$ cat config.mk
export PLATFORM = sky130hd
export DESIGN_NAME = micro_sequencer
export DESIGN_NICKNAME = d
export VERILOG_FILES = /design/src/rtl/micro_sequencer.sv
export SDC_FILE = /design/constraint.sdc
export NUM_CORES = 1
export LEC_CHECK = 0
export CAP_MARGIN = 20
export CORE_UTILIZATION = 41
export CTS_BUF_LIST = sky130_fd_sc_hd__clkbuf_4 sky130_fd_sc_hd__clkbuf_8 sky130_fd_sc_hd__clkbuf_16
export DETAILED_ROUTE_END_ITERATION = 7
export GPL_TIMING_DRIVEN = 0
export HOLD_SLACK_MARGIN = 0.02
export PLACE_DENSITY = 0.75
export RECOVER_POWER = 25
export SYNTH_ARGS = -nofsm -noshare
export SYNTH_HDL_FRONTEND = slang
export SYNTH_SLANG_ARGS = --single-unit
$ cat constraint.sdc
create_clock -name clk -period 1.3 [get_ports clk]
set_input_delay 0.13 -clock clk [delete_from_list [all_inputs] [get_ports clk]]
set_output_delay 0.13 -clock clk [all_outputs]
set_load 0.01 [all_outputs]
$ cat src/rtl/micro_sequencer.sv
// Microprogram sequencer: selects the next control address (JMP/CALL/RET/MAP).
// Define MSEQ_STACK_EN for a STACK_DEPTH-deep return stack with a sticky sbr_err flag.
module micro_sequencer #(
  parameter int ADDR_W      = 7,
  parameter int RESET_ADDR  = 64,
  parameter int STACK_DEPTH = 4
) (
  input  logic              clk,
  input  logic              rst,
  input  logic              en,
  input  logic [1:0]        cd,
  input  logic [1:0]        br,
  input  logic [ADDR_W-1:0] ad,
  input  logic [3:0]        opcode,
  input  logic              cond_i,
  input  logic              cond_s,
  input  logic              cond_z,
  output logic [ADDR_W-1:0] car,
  output logic              sbr_err
);

  typedef enum logic [1:0] {
    BR_JMP  = 2'b00,
    BR_CALL = 2'b01,
    BR_RET  = 2'b10,
    BR_MAP  = 2'b11
  } br_e;

  localparam logic [ADDR_W-1:0] RST_CAR = ADDR_W'(RESET_ADDR);

  logic              cond;
  logic              push;
  logic [ADDR_W-1:0] inc;
  logic [ADDR_W-1:0] map_addr;
  logic [ADDR_W-1:0] ret_addr;
  logic [ADDR_W-1:0] car_nxt;
  logic [31:0]       map_full;

  assign inc      = car + ADDR_W'(1);
  // Opcode indexes 4-word routines; widen first so any ADDR_W truncates cleanly.
  assign map_full = {26'd0, opcode, 2'b00};
  assign map_addr = map_full[ADDR_W-1:0];

  always_comb begin
    cond = 1'b1;
    case (cd)
      2'b00:   cond = 1'b1;
      2'b01:   cond = cond_i;
      2'b10:   cond = cond_s;
      default: cond = cond_z;
    endcase
  end

  always_comb begin
    car_nxt = inc;
    push    = 1'b0;
    case (br)
      BR_JMP: begin
        if (cond) car_nxt = ad;
      end
      BR_CALL: begin
        if (cond) begin
          car_nxt = ad;
          push    = 1'b1;
        end
      end
      BR_RET:  car_nxt = ret_addr;
      BR_MAP:  car_nxt = map_addr;
      default: car_nxt = inc;
    endcase
  end

  always_ff @(posedge clk) begin
    if (rst) begin
      car <= RST_CAR;
    end else if (en) begin
      car <= car_nxt;
    end
  end

`ifdef MSEQ_STACK_EN
  localparam int SP_W  = $clog2(STACK_DEPTH + 1);
  localparam int IDX_W = (STACK_DEPTH > 1) ? $clog2(STACK_DEPTH) : 1;

  logic [ADDR_W-1:0] stack [STACK_DEPTH];
  logic [SP_W-1:0]   sp;
  logic [SP_W-1:0]   sp_dec;
  logic [IDX_W-1:0]  push_idx;
  logic [IDX_W-1:0]  pop_idx;
  logic              call_full;
  logic              ret_empty;
  logic              err_set;
  logic              err_q;

  assign sp_dec    = sp - SP_W'(1);
  assign push_idx  = sp[IDX_W-1:0];
  assign pop_idx   = sp_dec[IDX_W-1:0];
  assign call_full = (sp == SP_W'(STACK_DEPTH));
  assign ret_empty = (sp == '0);
  // Underflow restarts the fetch routine rather than jumping to stale data.
  assign ret_addr  = ret_empty ? RST_CAR : stack[pop_idx];
  assign err_set   = (push && call_full) || ((br == BR_RET) && ret_empty);

  always_ff @(posedge clk) begin
    if (rst) begin
      sp    <= '0;
      err_q <= 1'b0;
      for (int i = 0; i < STACK_DEPTH; i++) stack[i] <= '0;
    end else if (en) begin
      if (push && !call_full) begin
        stack[push_idx] <= inc;
        sp              <= sp + SP_W'(1);
      end else if ((br == BR_RET) && !ret_empty) begin
        sp <= sp_dec;
      end
      if (err_set) err_q <= 1'b1;
    end
  end

  assign sbr_err = err_q;
`else
  logic [ADDR_W-1:0] sbr;

  assign ret_addr = sbr;

  always_ff @(posedge clk) begin
    if (rst) begin
      sbr <= '0;
    end else if (en && push) begin
      sbr <= inc;
    end
  end

  assign sbr_err = 1'b0;
`endif

endmodule
==> Word-level counts from Yosys, hierarchy flattened <==
Cells that the tools add are included.
Widths: inputs -> output; s select.
{ "totals": {"output_inout_bits": 8, "ff_bits": 14, "word_cells": 17, "inputBits": 21} }
{ "classes": {"addsub": 1, "reduce_logical": 4, "n_eq_ne": 5, "n_mux": 5} }
{ "ops": {"columns": ["op", "count"], "rows": [
  ["$pmux 7 s3", 1],
  ["$add 7x1->7 const B", 1],
  ["$mux 7", 1],
  ["$eq 2x2->1 const B", 3],
  ["$eq 2x1->1 const B", 2],
  ["$logic_not 2->1", 2],
  ["$pmux 1 s3", 1],
  ["$mux 1", 2],
  ["$reduce_or 2->1", 1],
  ["$logic_and 1x1->1", 1]
]} }

==> Depth between registers and ports, before layout <==
Gate-level depths: netlist (run 1).
{ "logic_depth": {"depth_word": 5, "mapped_depth": 6, "ltp_nobuf": 5} }

==> Worst setup path after synthesis (run 1) <==
Ideal clock, no wire load.
{ "synth_path": {"path_kind": "reg-to-reg", "start": "register car[0]", "end": "register car[4]", "setup_slack_ps": -58, "setup_time_ps": 66, "n_path_buf": 0, "path_stages_with_launch": 6, "arrival_time_ps": 1292, "period_less_slack_ps": 1358, "path_cell_list": "dfxtp_1 > ha_1 > nand3_1 > xor2_1 > mux2_4 > a21oi_2"} }
{ "synth_between": {"elab_chain_len": 3} }
{ "synth_rtl": {"columns": ["item", "line", "source"], "rows": [
  ["start: declaration", "18", "output logic [ADDR_W-1:0] car,"],
  ["start signal: assignment", "77", "car <= car_nxt;"],
  ["$add 7x1->7", "39", "assign inc = car + ADDR_W'(1);"],
  ["$mux 7", "59, 62", null],
  ["$pmux 7 s3", "57", "case (br)"]
]} }
Every way passes these cells.
A chain may end at the register's enable or synchronous reset.

==> Worst setup path in the final report (run 1) <==
{ "layout_path": {"start": "register car[1]", "end": "register car[4]"} }
The elaborated chain is that of the path after synthesis.

==> impl_metrics.ini, run 1 <==
[status]
status = finished, violations left
failing_checks = negative setup slack

[placed_design]
placed_cells = 150
place.gp.congestion = 0.790
io_buffer_count = 25
post-dp-hpwl_um = 1640

[floorplan]
die_width_um = 49.5
die_area_mm2 = 0.00245
effective_utilization_at_floorplan_pct = 45.2
core_area_mm2 = 0.00204
floorplan.io_pins = 29
floorplan.die.height_um = 49.5
std_cell_rows = 16

[layout]
final_common_cell = sky130_fd_sc_hd__clkdlybuf4s50_1
total_nets_final = 159
area_taken_by_multi_input_logic_gates_um2 = 662
utilization_pct = 67.7
num_antenna_cells = 0
sequential_cell_area_um2 = 293
fillers = 163
layout-drive-gt1-share_pct = 34.8
post_layout_nonfiller_instances = 162
syn_to_final_growth_pct = 49.7
most-common-layout-cells = 13 x sky130_fd_sc_hd__clkdlybuf4s50_1, 10 x sky130_fd_sc_hd__nor2_1, 9 x sky130_fd_sc_hd__buf_4, 9 x sky130_fd_sc_hd__dlygate4sd2_1, 8 x sky130_fd_sc_hd__dfxtp_1

[sta]
setup_viol_count_final = 1
finalWorstPathRequiredPeriod_ns = 1.30
post-route-worst-setup-slack_ns = -0.000274
slew_violations = 0
rsz_0062_raised_after_global_routing = yes
timing_hold_violations_final = 0
finalCritPeriodShare_pct = 100
clock_skew_ns = 0.00571
highest_clock_rate_mhz = 769

[detailed_routing]
routed-via-count = 899
route.antenna.remaining_nets = 0
detail_routed_via_count_per_cell = 5.55
drt_iter0_drc = 25
wirelength_routed_um = 2510
route.detailed.wl_per_inst_um = 15.5
drt_first_pass_iters = 4
remaining_drc_errors = 0

[global_routing]
grt_pass1_vias = 878
global_route_congestion_overflow_total = 0
global_route.usage.total_pct = 21.1
grt_start_max_net_pins = 11
grt_antenna_before_repair = 0
grt_first_pass_wirelength_um = 3840

[critical_path]
crit_arrival_ns = 1.52
critical_path.top_delay_family = flip-flops
worst_setup_path_start_kind = flip-flop
critical_path_class = reg -> reg
critical-path-slowest-cell = sky130_fd_sc_hd__dfxtp_4
crit_required_ns = 1.52
setup.worst_path.end_class = flip-flop
crit_fanout = 4
ordered_cell_list_for_the_critical_path = ha_4 -> nand3_4 -> xor2_1 -> mux2_4 -> a21oi_2
cpPeakStageDelay_ns = 0.38
cp.buffers_inverters = 0

[clock_tree]
cts_tree = yes
cts_buffers = 3
htree_num_levels = 1
cts_num_sinks = 14
worst_setup_hold_path_clk_slew_ns = 0.08
clock_tree.root_cell = sky130_fd_sc_hd__clkbuf_4
clock_insertion_delay_worst_skew_ns = 0.29
cts_buffer_depth = 2

[logic_synthesis]
ys_ff_latch = 14
synth-main-ff-cell = sky130_fd_sc_hd__dfxtp_1
synth.top_cell.area_share_pct = 30.4
postSynth.asyncResetShare_pct = 0
post_synth_inst_count = 98
synthesis.nets = 120
post-synth-top-area-cell = sky130_fd_sc_hd__dfxtp_1
yosysSeqAreaShare_pct = 30.4
ys_types = 37
synthesis.area_per_instance_um2 = 9.42
synthTopCellsByArea = sky130_fd_sc_hd__dfxtp_1 30%, sky130_fd_sc_hd__a211oi_2 8.1%, sky130_fd_sc_hd__mux2i_1 7.6%, sky130_fd_sc_hd__a311o_1 5.4%, sky130_fd_sc_hd__nor2_1 4.5%
synth_warnings = 0
synth-edff-count = 0
synth.cell_area_um2 = 923

[power_and_ir_drop]
leakagePower_nw = 0.566
total_power_draw_mw = 1.08
vdd_drop_max_mv = 0.701
cellPowerDensity_mw_per_mm2 = 782

[hold_path]
hold_path.class = in -> reg

[job]
drv_cap = 0
cells in the mapped netlist, types with 2 or more instances:
| cell type | number |
|---|---|
| sky130_fd_sc_hd__nand2_1 | 3 |
| sky130_fd_sc_hd__nor2_2 | 2 |
| sky130_fd_sc_hd__o41ai_1 | 2 |
| sky130_fd_sc_hd__buf_2 | 2 |
| sky130_fd_sc_hd__nand3_1 | 3 |
| sky130_fd_sc_hd__mux2_4 | 2 |
| sky130_fd_sc_hd__a21oi_2 | 2 |
| sky130_fd_sc_hd__xor2_1 | 3 |
| sky130_fd_sc_hd__a311o_1 | 5 |
| sky130_fd_sc_hd__xnor2_1 | 2 |
| sky130_fd_sc_hd__a211oi_2 | 6 |
| sky130_fd_sc_hd__inv_1 | 6 |
| sky130_fd_sc_hd__clkbuf_1 | 3 |
| sky130_fd_sc_hd__nor2b_1 | 3 |
| sky130_fd_sc_hd__mux2i_1 | 7 |
| sky130_fd_sc_hd__a31oi_1 | 2 |
| sky130_fd_sc_hd__a21oi_1 | 2 |
| sky130_fd_sc_hd__dfxtp_1 | 14 |
| sky130_fd_sc_hd__nor2_1 | 11 |
kinds of logic after synthesis:
group	count (synthesis)	share of synthesized area (%)
buffers and inverters	13	6.78
AND/OR/NAND/NOR	27	15.0
multiplexers	11	13.6
flip-flops	14	30.4
AO/OA/AOI/OAI	26	27.8
other	1	0.406
adder cells (fa/ha/maj)	1	1.35
XOR/XNOR	5	4.74
final timing paths:
path / start / endpoint / slack, ns / cells after the start
worst max-delay path: car[1]$_SDFFE_PP0P_ / car[4]$_SDFFE_PP0P_ / -0.0003 / 5
worst min register to register: ret_addr[1]$_SDFFE_PP0P_ / car[1]$_SDFFE_PP0P_ / 0.48 / 2
worst max register to register: car[1]$_SDFFE_PP0P_ / car[4]$_SDFFE_PP0P_ / -0.0003 / 5
worst min-delay path: en / car[2]$_SDFFE_PP0P_ / 0.27 / 3
layer usage:
metal | global-route usage, % | routed length [µm] | vias to the layer above
li1 | - | - | 434
met1 | 24.0 | 1030 | 425
met2 | 35.2 | 1250 | 36
met3 | 7.72 | 191 | 4
met4 | 9.52 | 36 | 0
met5 | 0 | 0 | -
final cells by class:
type / count / share of cell area, %
Buffer: 7 / 3.08
Clock buffer: 3 / 1.63
Inverter: 6 / 1.63
Multi-Input combinational cell: 72 / 47.9
Sequential cell: 14 / 21.2
Tap cell: 27 / 2.44
Timing Repair Buffer: 33 / 22.2
flip-flops by register name (all words and copies together), names as in the netlist:
signal / cells
car: 7
ret_addr: 7
power by group:
group          leakage (nW)  switching (mW)  internal, mW
Sequential            0.118          0.0342         0.458
Clock                0.0138           0.142         0.108
Combinational         0.435           0.159         0.181
worst register-to-register path, stage by stage (launching register included):
cell and delay, ns:
sky130_fd_sc_hd__dfxtp_4 0.38, sky130_fd_sc_hd__ha_4 0.16, sky130_fd_sc_hd__nand3_4 0.10, sky130_fd_sc_hd__xor2_1 0.18, sky130_fd_sc_hd__mux2_4 0.29, sky130_fd_sc_hd__a21oi_2 0.12
timing repair:
action | 4_1_cts | 5_1_grt
gates cloned | 1 | 0
hold buffers | 0 | 0
pin swaps | 4 | 4
resized for setup | 19 | 13
buffers inserted | 5 | 3
setup endpoints to repair | 20 | 8
metrics by stage:
step	instance area (µm²)	setup slack, ns	TNS [ns]	hold WS [ns]
detailed placement	1210	-0.448	-5.46	0.472
global placement	1210	-0.420	-5.12	0.469
floorplan	926	0.0123	0	0.254
CTS	1290	-0.0345	-0.0345	0.260
finish	1380	-0.000274	-0.000274	0.271
global route	1380	-0.0483	-0.0785	0.266
(Power assumes the default switching activity.)
==> run 2, diff against run 1 <==
CORE_ASPECT_RATIO = 0.8   (was not set)
==> run 2 against run 1 <==
  * Combinational power shrank 7.9%
  * Cell count shrank 4.3%
  * Sequential power about the same
  * Die area hardly changed
  * Register-to-register slack improved by 0.06 ns
  * Largest power group unchanged
  * Worst hold slack worse by 0.032 ns
  * The flow now finishes without violations
  * Routed wire length decreased by 8.1%
  * Total power rose by 4.2%
  * Via count is 4.6% lower
==> impl_metrics.ini, run 2 (same netlist as run 1, synthesis figures left out) <==
[critical_path]
critical_path.reg2reg.startpoint = car[1]$_SDFFE_PP0P_
critical_path.endpoint = car[6]$_SDFFE_PP1P_
critical_path_class = in -> reg
reg2reg_slack_ns = 0.06
rr_endpoint = car[4]$_SDFFE_PP0P_
worst_setup_path_start_kind = input pin
crit_fanout = 8
critPathLaunch = cond_i
worstRegToRegCells = 5
setup.worst_path.end_class = flip-flop
crit_required_ns = 1.50
crit_arrival_ns = 1.47

[placed_design]
post-dp-hpwl_um = 1640
io_buffer_count = 25
place.gp.congestion = 0.779
placed_cells = 147

[layout]
sequential_cell_area_um2 = 294
total_nets_final = 154
area_taken_by_multi_input_logic_gates_um2 = 639
fillers = 174
post_layout_nonfiller_instances = 155
num_antenna_cells = 0
most-common-layout-cells = 14 x sky130_fd_sc_hd__clkdlybuf4s50_1, 10 x sky130_fd_sc_hd__nor2_1, 9 x sky130_fd_sc_hd__dfxtp_1, 9 x sky130_fd_sc_hd__dlygate4sd2_1, 7 x sky130_fd_sc_hd__mux2i_1
final_common_cell = sky130_fd_sc_hd__clkdlybuf4s50_1
syn_to_final_growth_pct = 45.0
layout-drive-gt1-share_pct = 31.3

[floorplan]
floorplan.io_pins = 29
core_area_mm2 = 0.00200
floorplan.die.height_um = 44.4
std_cell_rows = 14
effective_utilization_at_floorplan_pct = 46.2
die_width_um = 55.1
die_area_mm2 = 0.00245

[detailed_routing]
remaining_drc_errors = 0
detail_routed_via_count_per_cell = 5.54
wirelength_routed_um = 2310
drt_first_pass_iters = 4
routed-via-count = 858
route.antenna.remaining_nets = 0
route.detailed.wl_per_inst_um = 14.9
drt_iter0_drc = 12

[hold_path]
hold_path.class = in -> reg
worst_hold_path_cells = 3

[sta]
hold_ws_ns = 0.239
clock_skew_ns = 0.00790
setup_viol_count_final = 0
finalWorstPathRequiredPeriod_ns = 1.28
slew_violations = 0
finalCritPeriodShare_pct = 98.4
highest_clock_rate_mhz = 782
timing_hold_violations_final = 0

[clock_tree]
cts_hold_repair.buffers = 0
clock_insertion_delay_worst_skew_ns = 0.29
cts_num_sinks = 14
cts_buffer_depth = 2
worst_setup_hold_path_clk_slew_ns = 0.09
clock_tree.root_cell = sky130_fd_sc_hd__clkbuf_4
htree_num_levels = 1
cts_tree = yes
cts_buffers = 3

[global_routing]
grt_antenna_before_repair = 0
grt_start_max_net_pins = 11
grt_pass1_vias = 762
global_route_congestion_overflow_total = 0
grt_first_pass_wirelength_um = 3550
global_route.usage.total_pct = 20.7

[power_and_ir_drop]
leakagePower_nw = 0.529
cellPowerDensity_mw_per_mm2 = 842
vdd_drop_max_mv = 0.602

[status]
status = complete, no violations

[job]
drv_cap = 0
[run 2: worst min-delay path by stage]
stage / from / endpoint
2_1_floorplan: ad[6] / car[6]$_SDFFE_PP1P_
3_3_place_gp: ret_addr[1]$_SDFFE_PP0P_ / car[1]$_SDFFE_PP0P_
3_5_place_dp: ret_addr[1]$_SDFFE_PP0P_ / car[1]$_SDFFE_PP0P_
4_1_cts: en / car[2]$_SDFFE_PP0P_
5_1_grt: en / car[2]$_SDFFE_PP0P_
6_report: en / car[2]$_SDFFE_PP0P_
[run 2: critical path: stages]
cell and delay [ns]:
sky130_fd_sc_hd__clkdlybuf4s50_1 0.44, sky130_fd_sc_hd__nor3b_4 0.31, sky130_fd_sc_hd__a21oi_4 0.12, sky130_fd_sc_hd__buf_4 0.18, sky130_fd_sc_hd__o41ai_1 0.29
[run 2: cell type report]
type                    instances  share of cell area [%]
flip-flops and latches         14                    22.0
plain buffers                   7                    3.18
repair buffers                 29                    20.5
clock buffers                   4                    2.71
multi-input cells              71                    47.8
inverters                       6                    1.68
well taps                      24                    2.24
[run 2: timing repair]
action,CTS,global route
setup endpoints to repair,21,5
pin swaps,3,3
buffers inserted,3,1
resized for setup,22,8
[run 2: metal layers]
metal  up-vias  GRT usage (%)  wire, µm
met5         -              0         0
met4         0           4.50         6
met3         2           7.22       156
met2        35           33.0      1100
met1       397           26.8      1050
li1        424              -         -
[run 2: report_power, final]
group          total (mW)  internal (mW)  switching [mW]
clock network       0.323          0.171           0.152
registers           0.491          0.456          0.0345
logic               0.313          0.169           0.144
total                1.13          0.796           0.331
[run 2: stage by stage]
step / total power [mW] / area (µm²) / utilization [%] / setup slack, ns / TNS [ns]
global placement: 0.789 / 1210 / 60.4 / -0.414 / -5.06
global route: 1.19 / 1340 / 67.0 / -0.0113 / -0.0113
detailed placement: 0.796 / 1210 / 60.4 / -0.460 / -5.65
CTS: 1.13 / 1300 / 65.0 / 0.00404 / 0
finish: 1.13 / 1340 / 67.0 / 0.0207 / 0
floorplan: 0.666 / 926 / - / 0.0123 / 0
